$ cat src/rtl/mux_scan_pkg.sv
// Shared types and sizes for the mux scan sequencer and its helpers.
package mux_scan_pkg;

  localparam int NUM_CH = 8;
  localparam int SEL_W  = 3;

  // Literals carry a prefix so they cannot collide with the SETTLE parameter.
  typedef enum logic [1:0] {
    ST_IDLE,
    ST_SETTLE,
    ST_SAMPLE,
    ST_DONE
  } state_t;

endpackage

$ cat src/rtl/mux_scan_seq_if.sv
// Bundle of the request, mux-side and result handshake signals of the scanner.
interface mux_scan_seq_if;
  import mux_scan_pkg::*;

  logic              start;
  logic [NUM_CH-1:0] chan_mask;
  logic [SEL_W-1:0]  sel;
  logic              mux_out;
  logic [NUM_CH-1:0] data;
  logic              valid;
  logic              ready;
  logic              busy;

  // Requester / mux / downstream side.
  modport master (
    output start, chan_mask, mux_out, ready,
    input  sel, data, valid, busy
  );

  // Sequencer side.
  modport slave (
    input  start, chan_mask, mux_out, ready,
    output sel, data, valid, busy
  );

endinterface

$ cat src/rtl/mux_scan_next_ch.sv
// Finds the next enabled channel above cur, or the lowest enabled one when first is set.
module mux_scan_next_ch
  import mux_scan_pkg::*;
(
  input  logic [NUM_CH-1:0] mask,
  input  logic [SEL_W-1:0]  cur,
  input  logic              first,
  output logic [SEL_W-1:0]  nxt,
  output logic              found
);

  // Priority search from the top down so the lowest qualifying channel wins.
  always_comb begin
    // NOTE: every output gets a default before the loop, otherwise the
    // no-match path would leave them unassigned and infer latches.
    nxt   = '0;
    found = 1'b0;
    for (int i = NUM_CH - 1; i >= 0; i--) begin
      if (mask[i] && (first || (SEL_W'(i) > cur))) begin
        nxt   = SEL_W'(i);
        found = 1'b1;
      end
    end
  end

endmodule

$ cat src/rtl/mux_scan_seq.sv
// Steps an 8:1 mux through the enabled channels, waits SETTLE cycles on each,
// samples the returned bit and hands the packed byte downstream on valid/ready.
module mux_scan_seq
  import mux_scan_pkg::*;
#(
  parameter int SETTLE = 1,
  parameter int CNT_W  = 4
) (
  input  logic         clk,
  input  logic         rst_n,
  mux_scan_seq_if.slave bus
);

  localparam logic [CNT_W-1:0] CNT_LOAD = CNT_W'(SETTLE - 1);

  state_t            state;
  logic [CNT_W-1:0]  cnt;
  logic [NUM_CH-1:0] mask_q;
  logic [SEL_W-1:0]  sel_q;
  logic [NUM_CH-1:0] data_q;
  logic              valid_q;

  logic [NUM_CH-1:0] search_mask;
  logic              search_first;
  logic [SEL_W-1:0]  nxt_ch;
  logic              nxt_found;

  // In IDLE the search runs on the live mask being captured; afterwards on mask_q.
  always_comb begin
    search_first = (state == ST_IDLE);
    search_mask  = search_first ? bus.chan_mask : mask_q;
  end

  mux_scan_next_ch u_next_ch (
    .mask  (search_mask),
    .cur   (sel_q),
    .first (search_first),
    .nxt   (nxt_ch),
    .found (nxt_found)
  );

  // Scan FSM: all outputs are registered here so nothing from the inputs reaches them combinationally.
  always_ff @(posedge clk or negedge rst_n) begin
    if (!rst_n) begin
      state   <= ST_IDLE;
      cnt     <= '0;
      mask_q  <= '0;
      sel_q   <= '0;
      data_q  <= '0;
      valid_q <= 1'b0;
    end else begin
      // NOTE: non-blocking assignments throughout, so every branch sees the
      // pre-edge values of state, sel_q and cnt regardless of statement order.
      case (state)
        ST_IDLE: begin
          if (bus.start) begin
            mask_q <= bus.chan_mask;
            data_q <= '0;
            if (nxt_found) begin
              sel_q <= nxt_ch;
              cnt   <= CNT_LOAD;
              state <= ST_SETTLE;
            end else begin
              valid_q <= 1'b1;
              state   <= ST_DONE;
            end
          end
        end
        ST_SETTLE: begin
          if (cnt == '0) begin
            state <= ST_SAMPLE;
          end else begin
            cnt <= cnt - 1'b1;
          end
        end
        ST_SAMPLE: begin
          data_q[sel_q] <= bus.mux_out;
          if (nxt_found) begin
            sel_q <= nxt_ch;
            cnt   <= CNT_LOAD;
            state <= ST_SETTLE;
          end else begin
            valid_q <= 1'b1;
            state   <= ST_DONE;
          end
        end
        ST_DONE: begin
          if (valid_q && bus.ready) begin
            valid_q <= 1'b0;
            state   <= ST_IDLE;
          end
        end
        default: state <= ST_IDLE;
      endcase
    end
  end

  assign bus.sel   = sel_q;
  assign bus.data  = data_q;
  assign bus.valid = valid_q;
  assign bus.busy  = (state != ST_IDLE);

endmodule

$ cat src/flat_wrapper.sv
// flat-port wrapper written by rule: the top's interface ports become plain ports
module mux_scan_seq_flat import mux_scan_pkg::*;
#(
  parameter int SETTLE = 1,
  parameter int CNT_W  = 4
)
  (clk, rst_n, bus_start, bus_chan_mask, bus_mux_out, bus_ready, bus_sel, bus_data, bus_valid, bus_busy);
  mux_scan_seq_if bus_i ();
  input  logic clk;
  input  logic rst_n;
  input wire logic [$bits(bus_i.start)-1:0] bus_start;
  input wire logic [$bits(bus_i.chan_mask)-1:0] bus_chan_mask;
  input wire logic [$bits(bus_i.mux_out)-1:0] bus_mux_out;
  input wire logic [$bits(bus_i.ready)-1:0] bus_ready;
  output wire logic [$bits(bus_i.sel)-1:0] bus_sel;
  output wire logic [$bits(bus_i.data)-1:0] bus_data;
  output wire logic [$bits(bus_i.valid)-1:0] bus_valid;
  output wire logic [$bits(bus_i.busy)-1:0] bus_busy;
  assign bus_i.start = bus_start;
  assign bus_i.chan_mask = bus_chan_mask;
  assign bus_i.mux_out = bus_mux_out;
  assign bus_i.ready = bus_ready;
  assign bus_sel = bus_i.sel;
  assign bus_data = bus_i.data;
  assign bus_valid = bus_i.valid;
  assign bus_busy = bus_i.busy;
  mux_scan_seq #(.SETTLE(SETTLE), .CNT_W(CNT_W)) u_core (.clk(clk), .rst_n(rst_n), .bus(bus_i));
endmodule
$ cat config.mk
export PLATFORM = sky130hd
export DESIGN_NAME = mux_scan_seq_flat
export DESIGN_NICKNAME = d
export VERILOG_FILES = /design/src/rtl/mux_scan_pkg.sv /design/src/rtl/mux_scan_seq_if.sv /design/src/rtl/mux_scan_next_ch.sv /design/src/rtl/mux_scan_seq.sv /design/src/flat_wrapper.sv
export SDC_FILE = /design/constraint.sdc
export NUM_CORES = 1
export LEC_CHECK = 0
export BUFFER_PORTS_ARGS = -buffer_cell sky130_fd_sc_hd__buf_2
export CAP_MARGIN = 0
export CORE_ASPECT_RATIO = 1.5
export CORE_MARGIN = 5
export CORE_UTILIZATION = 45
export DETAILED_ROUTE_END_ITERATION = 8
export PLACE_DENSITY = 0.69
export SLEW_MARGIN = 20
export SYNTH_ARGS = -nofsm -noshare
export SYNTH_HDL_FRONTEND = slang
export SYNTH_SLANG_ARGS = --single-unit
$ cat constraint.sdc
create_clock -name clk -period 4.4 [get_ports clk]
set_clock_uncertainty 0.15 [all_clocks]
set_input_delay 0.22 -clock clk [delete_from_list [all_inputs] [get_ports clk]]
set_output_delay 0.22 -clock clk [all_outputs]
set_load 0.02 [all_outputs]
======== Word-level counts from Yosys, hierarchy flattened ========
Index checks and enable logic that the tools add are counted.
operators by class
  $lt $le $gt $ge ......................... 10
  $add $sub $neg .......................... 1
  reductions and logical operators ........ 29
  eq/ne operators ......................... 7
  multiplexer cells ....................... 38
operators with widths
  cell                                                                            number
  3-bit two-way mux                                                               10
  8-bit two-way mux                                                               2
  8-bit case mux with 2 select lines                                              1
  3-bit greater-than comparator, first input constant                             4
  1-bit two-way mux                                                               12
  4-bit two-way mux                                                               3
  4-bit case mux with 3 select lines                                              1
  1-bit logical AND                                                               10
  3-bit AND reduction                                                             3
  8-bit bitwise mux                                                               1
  1-bit logical OR                                                                8
  2-bit two-way mux                                                               4
  2-bit case mux with 4 select lines                                              1
  1-bit by 3-bit greater-than comparator with 1-bit output, first input constant  2
  2-bit by 3-bit greater-than comparator with 1-bit output, first input constant  2
  3-bit case mux with 2 select lines                                              1
  3-bit nonzero test                                                              2
  2-bit == test, second input constant                                            2
  4-bit logical NOT                                                               1
  3-bit by 4-bit less-than comparator with 1-bit output, second input constant    1
  2-bit by 1-bit != test with 1-bit output, second input constant                 2
  2-bit != test, second input constant                                            2
  2-bit AND reduction                                                             2
  2-bit nonzero test                                                              2
  6 further kinds                                                                 6
storage, ports and cells
  register bits ........................... 26
  logic and storage cells ................. 91
  bits of input ports ..................... 13

======== Logic depth before layout (Yosys ltp) ========
Gate-level depths: netlist of run 1.
  depth after elaboration ................. 14
  depth in mapped cells ................... 6
  gate-level depth less buffers ........... 6

======== Cells and area by module ========
From an unflattened synthesis of run 1, not the netlist that was laid out.
unflattened totals
  cells, all modules ...................... 155
  area, all modules ....................... 1601.5 um^2
modules (own cells, without submodules)
  module            seq. area each (um^2)  instances  cells each  area an instance (um^2)
  mux_scan_seq      650.6                  1          118         1365.1
  mux_scan_next_ch  0.0                    1          37          236.5

======== Least setup slack after synthesis of run 1 ========
Ideal clock, no wire load.
  path type ............................... flip-flop to flip-flop
  start point ............................. register u_core.state[1]
  end point ............................... register u_core.sel_q[1] (netlist: u_core.bus.sel[1])
  cell stages (with the launch flop) ...... 7
  required time ........................... 4125 ps
  arrival time ............................ 1849 ps
  path slack .............................. 2276 ps
  path through ............................ dfrtp_1 -> buf_6 -> o21ba_1 -> a222oi_1 -> o211ai_2 -> o21ai_4 -> mux2_4
on the way
  cells in the longest elaborated chain, start to end .. 14
ends and longest elaborated chain
  item                                                                         line                                        text
  start: declaration                                                           mux_scan_seq.sv:16                          state_t state;
  start signal: assignment                                                     mux_scan_seq.sv:45                          state <= ST_IDLE;
  start signal: assignment                                                     mux_scan_seq.sv:62                          state <= ST_SETTLE;
  start signal: assignment                                                     mux_scan_seq.sv:65                          state <= ST_DONE;
  2-bit logical NOT                                                            mux_scan_seq.sv:30, mux_scan_seq.sv:54
  8-bit two-way mux / 1-bit logical OR (equally long branches)                 mux_scan_seq.sv:31, mux_scan_next_ch.sv:19
  1-bit logical AND                                                            mux_scan_next_ch.sv:19                      if (mask[i] && (first || (SEL_W'(i) > cur))) begin
  3-bit two-way mux / 1-bit two-way mux (equally long branches) (8 in series)  mux_scan_next_ch.sv:19
  3-bit two-way mux                                                            mux_scan_seq.sv:59, mux_scan_seq.sv:78
  3-bit two-way mux                                                            mux_scan_seq.sv:56                          if (bus.start) begin
  3-bit case mux with 2 select lines                                           mux_scan_seq.sv:54                          case (state)
  end signal: assignment                                                       mux_scan_seq.sv:60                          sel_q <= nxt_ch;
  end signal: assignment                                                       mux_scan_seq.sv:79                          sel_q <= nxt_ch;
  end: declaration                                                             mux_scan_seq.sv:19                          logic [SEL_W-1:0] sel_q;
Parallel ways exist; a longest one is shown, timed or not. The select of a mux whose other input is x is not followed.
A chain may end at the register's enable or synchronous reset.

======== Final worst setup path of run 1 ========
  start point ............................. register u_core.sel_q[2] (netlist: u_core.bus.sel[2])
  end point ............................... register u_core.sel_q[1] (netlist: u_core.bus.sel[1])
on the way
  cells in the longest elaborated chain, start to end .. 14
ends and longest elaborated chain
  item                                                                         line
  3-bit greater-than comparator                                                mux_scan_next_ch.sv:19
  1-bit logical OR                                                             mux_scan_next_ch.sv:19
  1-bit logical AND                                                            mux_scan_next_ch.sv:19
  3-bit two-way mux / 1-bit two-way mux (equally long branches) (8 in series)  mux_scan_next_ch.sv:19
  3-bit two-way mux *                                                          mux_scan_seq.sv:59, mux_scan_seq.sv:78
  3-bit two-way mux                                                            mux_scan_seq.sv:56
  3-bit case mux with 2 select lines *                                         mux_scan_seq.sv:54
Mark *: on every way between the ends. The rest lies on a longest branch, timed or not. The select of a mux whose other input is x is not followed.

==> results of run 1 <==
[registers in the layout, indices dropped and copies added (netlist names)]
| register | count |
|---|---|
| u_core.bus.valid | 1 |
| u_core.cnt | 4 |
| u_core.bus.data | 8 |
| u_core.state | 2 |
| u_core.bus.sel | 3 |
| u_core.mask_q | 7 |
[how the worst max path moves through the flow]
stage / endpoint / slack (ns) / start / depth (start not counted)
2_1_floorplan: u_core.bus.sel[1]$_DFFE_PN0P_ / 2.28 / u_core.state[1]$_DFFE_PN0P_ / 6
3_3_place_gp: u_core.bus.sel[1]$_DFFE_PN0P_ / 2.13 / u_core.bus.sel[2]$_DFFE_PN0P_ / 5
3_5_place_dp: u_core.bus.sel[1]$_DFFE_PN0P_ / 2.01 / u_core.bus.sel[2]$_DFFE_PN0P_ / 5
4_1_cts: u_core.bus.sel[1]$_DFFE_PN0P_ / 1.98 / u_core.bus.sel[2]$_DFFE_PN0P_ / 5
5_1_grt: u_core.bus.sel[1]$_DFFE_PN0P_ / 1.89 / u_core.bus.sel[2]$_DFFE_PN0P_ / 5
6_report: u_core.bus.sel[1]$_DFFE_PN0P_ / 1.94 / u_core.bus.sel[2]$_DFFE_PN0P_ / 5
[worst reg2reg max path, delay by kind of cell (launching register included)]
family	cells	cell delay, ns
muxes	1	0.32
DFF	1	0.60
AOI/OAI and AO/OA	4	1.29
[layout by cell type, fill, tap and decap left out, types with 2 or more instances in the layout]
master,netlist,final
a21oi_1,6,6
a31o_1,2,2
and2_1,2,2
buf_2,0,25
clkbuf_8,0,3
dfrtp_1,25,25
ha_1,2,2
inv_1,6,6
inv_2,2,2
mux2_2,7,7
nand2_1,16,16
nand2b_1,2,2
nand3_1,9,9
nor2_1,8,8
nor3_1,6,6
nor3b_1,2,2
o211ai_1,5,5
o211ai_2,2,2
o21a_1,2,2
o21ai_0,11,11
o41ai_1,2,2
[final cells by class]
class / instances / area [µm²] / share of cell area
Clock buffer: 4 / 45.04 / 0.02778
Inverter: 8 / 30.03 / 0.01852
Multi-Input combinational cell: 110 / 735.7 / 0.4537
Sequential cell: 25 / 625.6 / 0.3858
Tap cell: 40 / 50.05 / 0.03086
Timing Repair Buffer: 26 / 135.1 / 0.08333
[per-stage QoR]
stage / util / instance area (µm²) / cells
final: 0.5236 / 1622 / 213
after global routing: 0.5236 / 1622 / 213
after CTS: 0.5236 / 1622 / 213
after detailed placement: 0.5059 / 1567 / 208
after global placement: 0.5059 / 1567 / 208
after floorplan: - / 1418 / 148
[per-layer routing]
metal  vias to the layer above  GRT usage  part of all wire
met3                        11    0.02764             0.040
met2                        28     0.3081              0.53
met1                       605     0.1687              0.39
li1                        602          -                 -
met5                         -          0                 0
met4                         0    0.08789             0.036
[power by group through the flow]
stage / combinational, mW / clock, mW / sequential (mW)
after global routing: 0.497 / 0.150 / 0.426
after detailed placement: 0.452 / 0 / 0.420
final: 0.454 / 0.141 / 0.416
after CTS: 0.458 / 0.142 / 0.414
after global placement: 0.441 / 0 / 0.415
after floorplan: 0.314 / 0 / 0.423
[logic make-up after synthesis]
| family | synth area share |
|---|---|
| compound gates | 0.2507 |
| xor+xnor | 0.01236 |
| fa+ha+maj | 0.01765 |
| buf+inv | 0.03971 |
| flops | 0.4413 |
| mux | 0.06620 |
| simple gates | 0.1721 |
[what timing repair did]
action | 4_1_cts | 5_1_grt
resized for setup | 0 | 0
hold buffers | 1 | 0
buffers inserted | 0 | 0
endpoints found under the hold margin | 25 | 0
==> results.toml, run 1 <==
[run_status]
status = "complete, no violations"

[detailed_routing]
drtIter0Drc = 39
wirelength_um = 3540
viasPerCell = 5.850
ant_nets = 0
firstDrtPassIters = 4
wire_per_inst_um = 16.62
drc = 0
vias = 1246

[global_route]
grt_max_degree = 26
gr-usage-all-layers = 0.1632
gr-total-overflow = 0
antenna_found_initial = 0
grt_pass1_vias = 1228
grt_pass1_wl_um = 5720

[yosys]
syn-num-nets = 163
netlist_instances = 148
synthFlopType = "dfrtp_1"
seq_area_frac_synth = 0.4413
ys_warn_count = 0
post-synth-top-count-cell = "dfrtp_1"
synth_area_leaders = "dfrtp_1 (44%), mux2_2 (5.6%), nand2_1 (4.2%)"
synth_edf_count = 0
ys_top_cells_by_count = "dfrtp_1 (25), nand2_1 (16), o21ai_0 (11)"
synth_area_um2 = 1418
synth_seq_cells = 25
synth.avg_cell_area_um2 = 9.578
synth_top_area_frac = 0.4413
yosysTopAreaCell = "dfrtp_1"
ys_async_sr_fraction = 1.000
ys_types = 47

[cells_and_area]
drive_above_1_share = 0.2543
antenna_cells = 0
layout.nets = 189
area_growth_pct = 14.39
fillers = 298

[critical_path]
r2r_cells = 5
arrival_ns = 2.48
crit_chain = "o21ba_1, a222oi_1, o211ai_2, o21ai_4, mux2_4"
cp_max_fo = 14
reg2reg_slack_ns = 1.94
r2r_start = "u_core.bus.sel[2]$_DFFE_PN0P_"
worstPathRequired_ns = 4.42
cp-start-kind = "flop"
r2r_end = "u_core.bus.sel[1]$_DFFE_PN0P_"
slowest_stage = "dfrtp_1"
endpoint_kind = "flop"
cp_top_family = "compound AO/OA/AOI/OAI gates"
path_buf_inv = 0
slowest_delay_ns = 0.60
criticalPathCategory = "reg -> reg"

[clock_network]
clkTransAtPathRegs_ns = 0.09
insertion_delay_ns = 0.27
cts-root-buf = "clkbuf_8"
cts_buffer_depth = 2
htree_levels = 1
cts_inserted_buffers = 3
clock_sink_count = 25
cts_tree = "done"

[power_and_ir_drop]
intPower_uw = 568.2
p_switching_uw = 443.0
p_clk_frac = 0.140
sw_frac_of_total = 0.4381
power_frac_comb = 0.449
pwr-share-seq = 0.411
leakage_nw = 0.7176
p_total_mw = 1.011
power_density_nw_per_um2 = 623.6
ir_drop_uv = 290.3

[place]
dp_worst_setup_slack_ns = 2.012
port_buffers = 25
gp_congestion = 0.9503
place_hpwl_um = 2672

[timing]
setup-violations-final = 0
fin_crit_sh = 0.5601
fin_crit_ns = 2.464
fmax_ghz = 0.4058
rsz0062_at_grt = "false"
final_hold_viol_count = 0
whs_ns = 0.02642
relSlewSlack = 0.6125
setup_ws_ns = 1.936
tns_ns = 0
worstMarginPinSlew_ns = 0.5813
finalMaxSlewViolations = 0

[die]
dieArea_um2 = 4396
fp-row-count = 25
die_h_um = 78.74
start_util = 0.4578
io_pins = 26
core_area_um2 = 3097
die_x_um = 55.83

[min_path]
min_path_type = "in -> reg"
min_from = "bus_mux_out"
min_to = "u_core.bus.data[5]$_DFFE_PN0P_"
holdPathStages = 3

[run]
cap_violations = 0
No activity file was read; power rests on OpenSTA's default activity.
==> inputs of run 2 (changes only) <==
Settings changed: ABC_AREA from default to 1, PLACE_DENSITY 0.69 to 0.68.
Clock period 4.4 ns to 2.35 ns, I/O delays scaled along.
==> run 2 against run 1 <==
Net effect: sequential power increased by 82%; via count grew 14%; clock power is 90% higher; cell count is 36% higher; power increased by 140%; maximum frequency increased by 19%; largest cell class unchanged; highest routed layer unchanged.
==> results.toml, run 2 <==
[clock_network]
ctsResizeCount = 0
cts_inserted_buffers = 3
clkTransAtPathRegs_ns = 0.09
clock_sink_count = 25
insertion_delay_ns = 0.28
cts_tree = "done"
htree_levels = 1
cts_buffer_depth = 2
cts-root-buf = "clkbuf_8"

[yosys]
seq_area_frac_synth = 0.4195
synth_area_um2 = 1491
post-synth-top-count-cell = "nand2_1"
synthFlopType = "dfrtp_1"
synth_area_leaders = "dfrtp_1 (42%), nand2_1 (22%), inv_1 (5.8%)"
netlist_instances = 213
ys_async_sr_fraction = 1.000
ys_top_cells_by_count = "nand2_1 (86), dfrtp_1 (25), inv_1 (23)"
synth.avg_cell_area_um2 = 7.002
ys_warn_count = 0
synth_edf_count = 0
ys_types = 27
syn-num-nets = 228
synth_top_area_frac = 0.4195
yosysTopAreaCell = "dfrtp_1"
synth_seq_cells = 25

[power_and_ir_drop]
leakage_nw = 1.024
power_density_nw_per_um2 = 1378
ir_drop_uv = 806.6

[detailed_routing]
viasPerCell = 4.886
drtIter0Drc = 31
wirelength_um = 3306
ant_nets = 0
vias = 1417
wire_per_inst_um = 11.40
drc = 0
firstDrtPassIters = 5

[cells_and_area]
layout_commonest_cell = "nand2_1"
drive_above_1_share = 0.1680
layout_common_cells = "nand2_1 (86), buf_2 (25), dfrtp_1 (25)"
antenna_cells = 0
layout.nets = 266
largest_reg_flops = 8
final_area_um2 = 1795
area_growth_pct = 20.39

[die]
core_area_um2 = 3191
start_util = 0.4675
io_pins = 26
die_h_um = 80.51
fp-row-count = 25
die_x_um = 57.01
dieArea_um2 = 4589

[place]
port_buffers = 25
gp_congestion = 0.9383
placed_cell_area_um2 = 1647
place_hpwl_um = 2548

[run_status]
status = "complete, no violations"

[timing]
finalMaxSlewViolations = 0
rsz0062_at_grt = "false"
tns_ns = 0
whs_ns = 0.05793
fin_crit_ns = 2.079
fmax_ghz = 0.4809
relSlewSlack = 0.5581
final_hold_viol_count = 0
worstMarginPinSlew_ns = 0.6604
fin_crit_sh = 0.8848
setup-violations-final = 0

[critical_path]
reg2reg_slack_ns = 0.27
endpoint_kind = "flop"
arrival_ns = 2.11
endpoint = "u_core.bus.valid$_DFFE_PN0P_"
cp-start-kind = "flop"
r2r_cells = 10
r2r_end = "u_core.bus.valid$_DFFE_PN0P_"
cp_max_fo = 11
crit_path_start = "u_core.state[0]$_DFFE_PN0P_"
criticalPathCategory = "reg -> reg"
r2r_start = "u_core.state[0]$_DFFE_PN0P_"
worstPathRequired_ns = 2.38

[global_route]
antenna_found_initial = 0
gr-total-overflow = 0
gr-usage-all-layers = 0.1633
grt_pass1_vias = 1399
grt_max_degree = 26
grt_pass1_wl_um = 5968

[min_path]
min_path_type = "in -> reg"

[run]
cap_violations = 0
run 2: final cells by class:
cell class              instances  area (µm²)
fillers                       339        1395
flip-flops and latches         25       625.6
repair buffers                 36       232.7
clock inverters                 1       7.507
clock buffers                   3       41.29
multi-input cells             159       740.7
well taps                      40       50.05
inverters                      26       97.59
run 2: worst min path at each step:
stage / start / end / cells after the start
after CTS: bus_chan_mask[0] / u_core.bus.sel[0]$_DFFE_PN0P_ / 6
after floorplan: rst_n / u_core.bus.data[0]$_DFFE_PN0P_ / 0
after detailed placement: rst_n / u_core.mask_q[1]$_DFFE_PN0P_ / 1
final: bus_chan_mask[0] / u_core.bus.sel[0]$_DFFE_PN0P_ / 6
after global placement: rst_n / u_core.state[0]$_DFFE_PN0P_ / 1
after global routing: bus_chan_mask[0] / u_core.bus.sel[0]$_DFFE_PN0P_ / 6
run 2: metrics by stage:
stage               setup slack (ns)  cells    util  power [mW]
floorplan                     0.6722    213       -       1.892
global placement              0.3467    276  0.5161       2.197
detailed placement            0.3196    276  0.5161       2.214
CTS                           0.2943    290  0.5627       2.503
global route                 0.06756    290  0.5627       2.758
finish                        0.2706    290  0.5627       2.474
run 2: cells by family (layout without fill, tap and decap cells):
kind of cell | after synthesis | in the layout | synth area share
and+or+nand+nor | 132 | 132 | 0.3775
DFF | 25 | 25 | 0.4195
xor gates and xnor gates | 2 | 2 | 0.01175
buffers and inverters | 29 | 66 | 0.08389
AOI/OAI and AO/OA | 23 | 23 | 0.09061
adders and majority gates | 2 | 2 | 0.01678
run 2: repair_timing:
| item | 4_1_cts | 5_1_grt |
|---|---|---|
| setup buffers | 0 | 0 |
| hold endpoints to repair | 35 | 0 |
| hold buffers | 10 | 0 |
run 2: layer usage:
layer,GRT usage,wire [µm],vias up
met4,0.07193,66,0
met3,0.02090,122,5
li1,-,-,750
met5,0,0,-
met2,0.2906,1778,21
met1,0.1924,1338,641
run 2: power breakdown:
part | leakage (nW) | total (mW) | switching [mW] | internal (mW)
Combinational | 0.680 | 1.45 | 0.956 | 0.493
Clock | 0.0217 | 0.268 | 0.147 | 0.121
Sequential | 0.323 | 0.758 | 0.146 | 0.612
run 2: worst max-delay path: stages (launching register included):
cell and delay, ns:
dfrtp_1 0.42, nor2_1 0.52, nor2_1 0.13, nor2_2 0.14, nand2_1 0.12, nor2_4 0.14, nand2_1 0.09, nand2_1 0.10
nand2_1 0.06, nand2_1 0.05, nand2_1 0.04
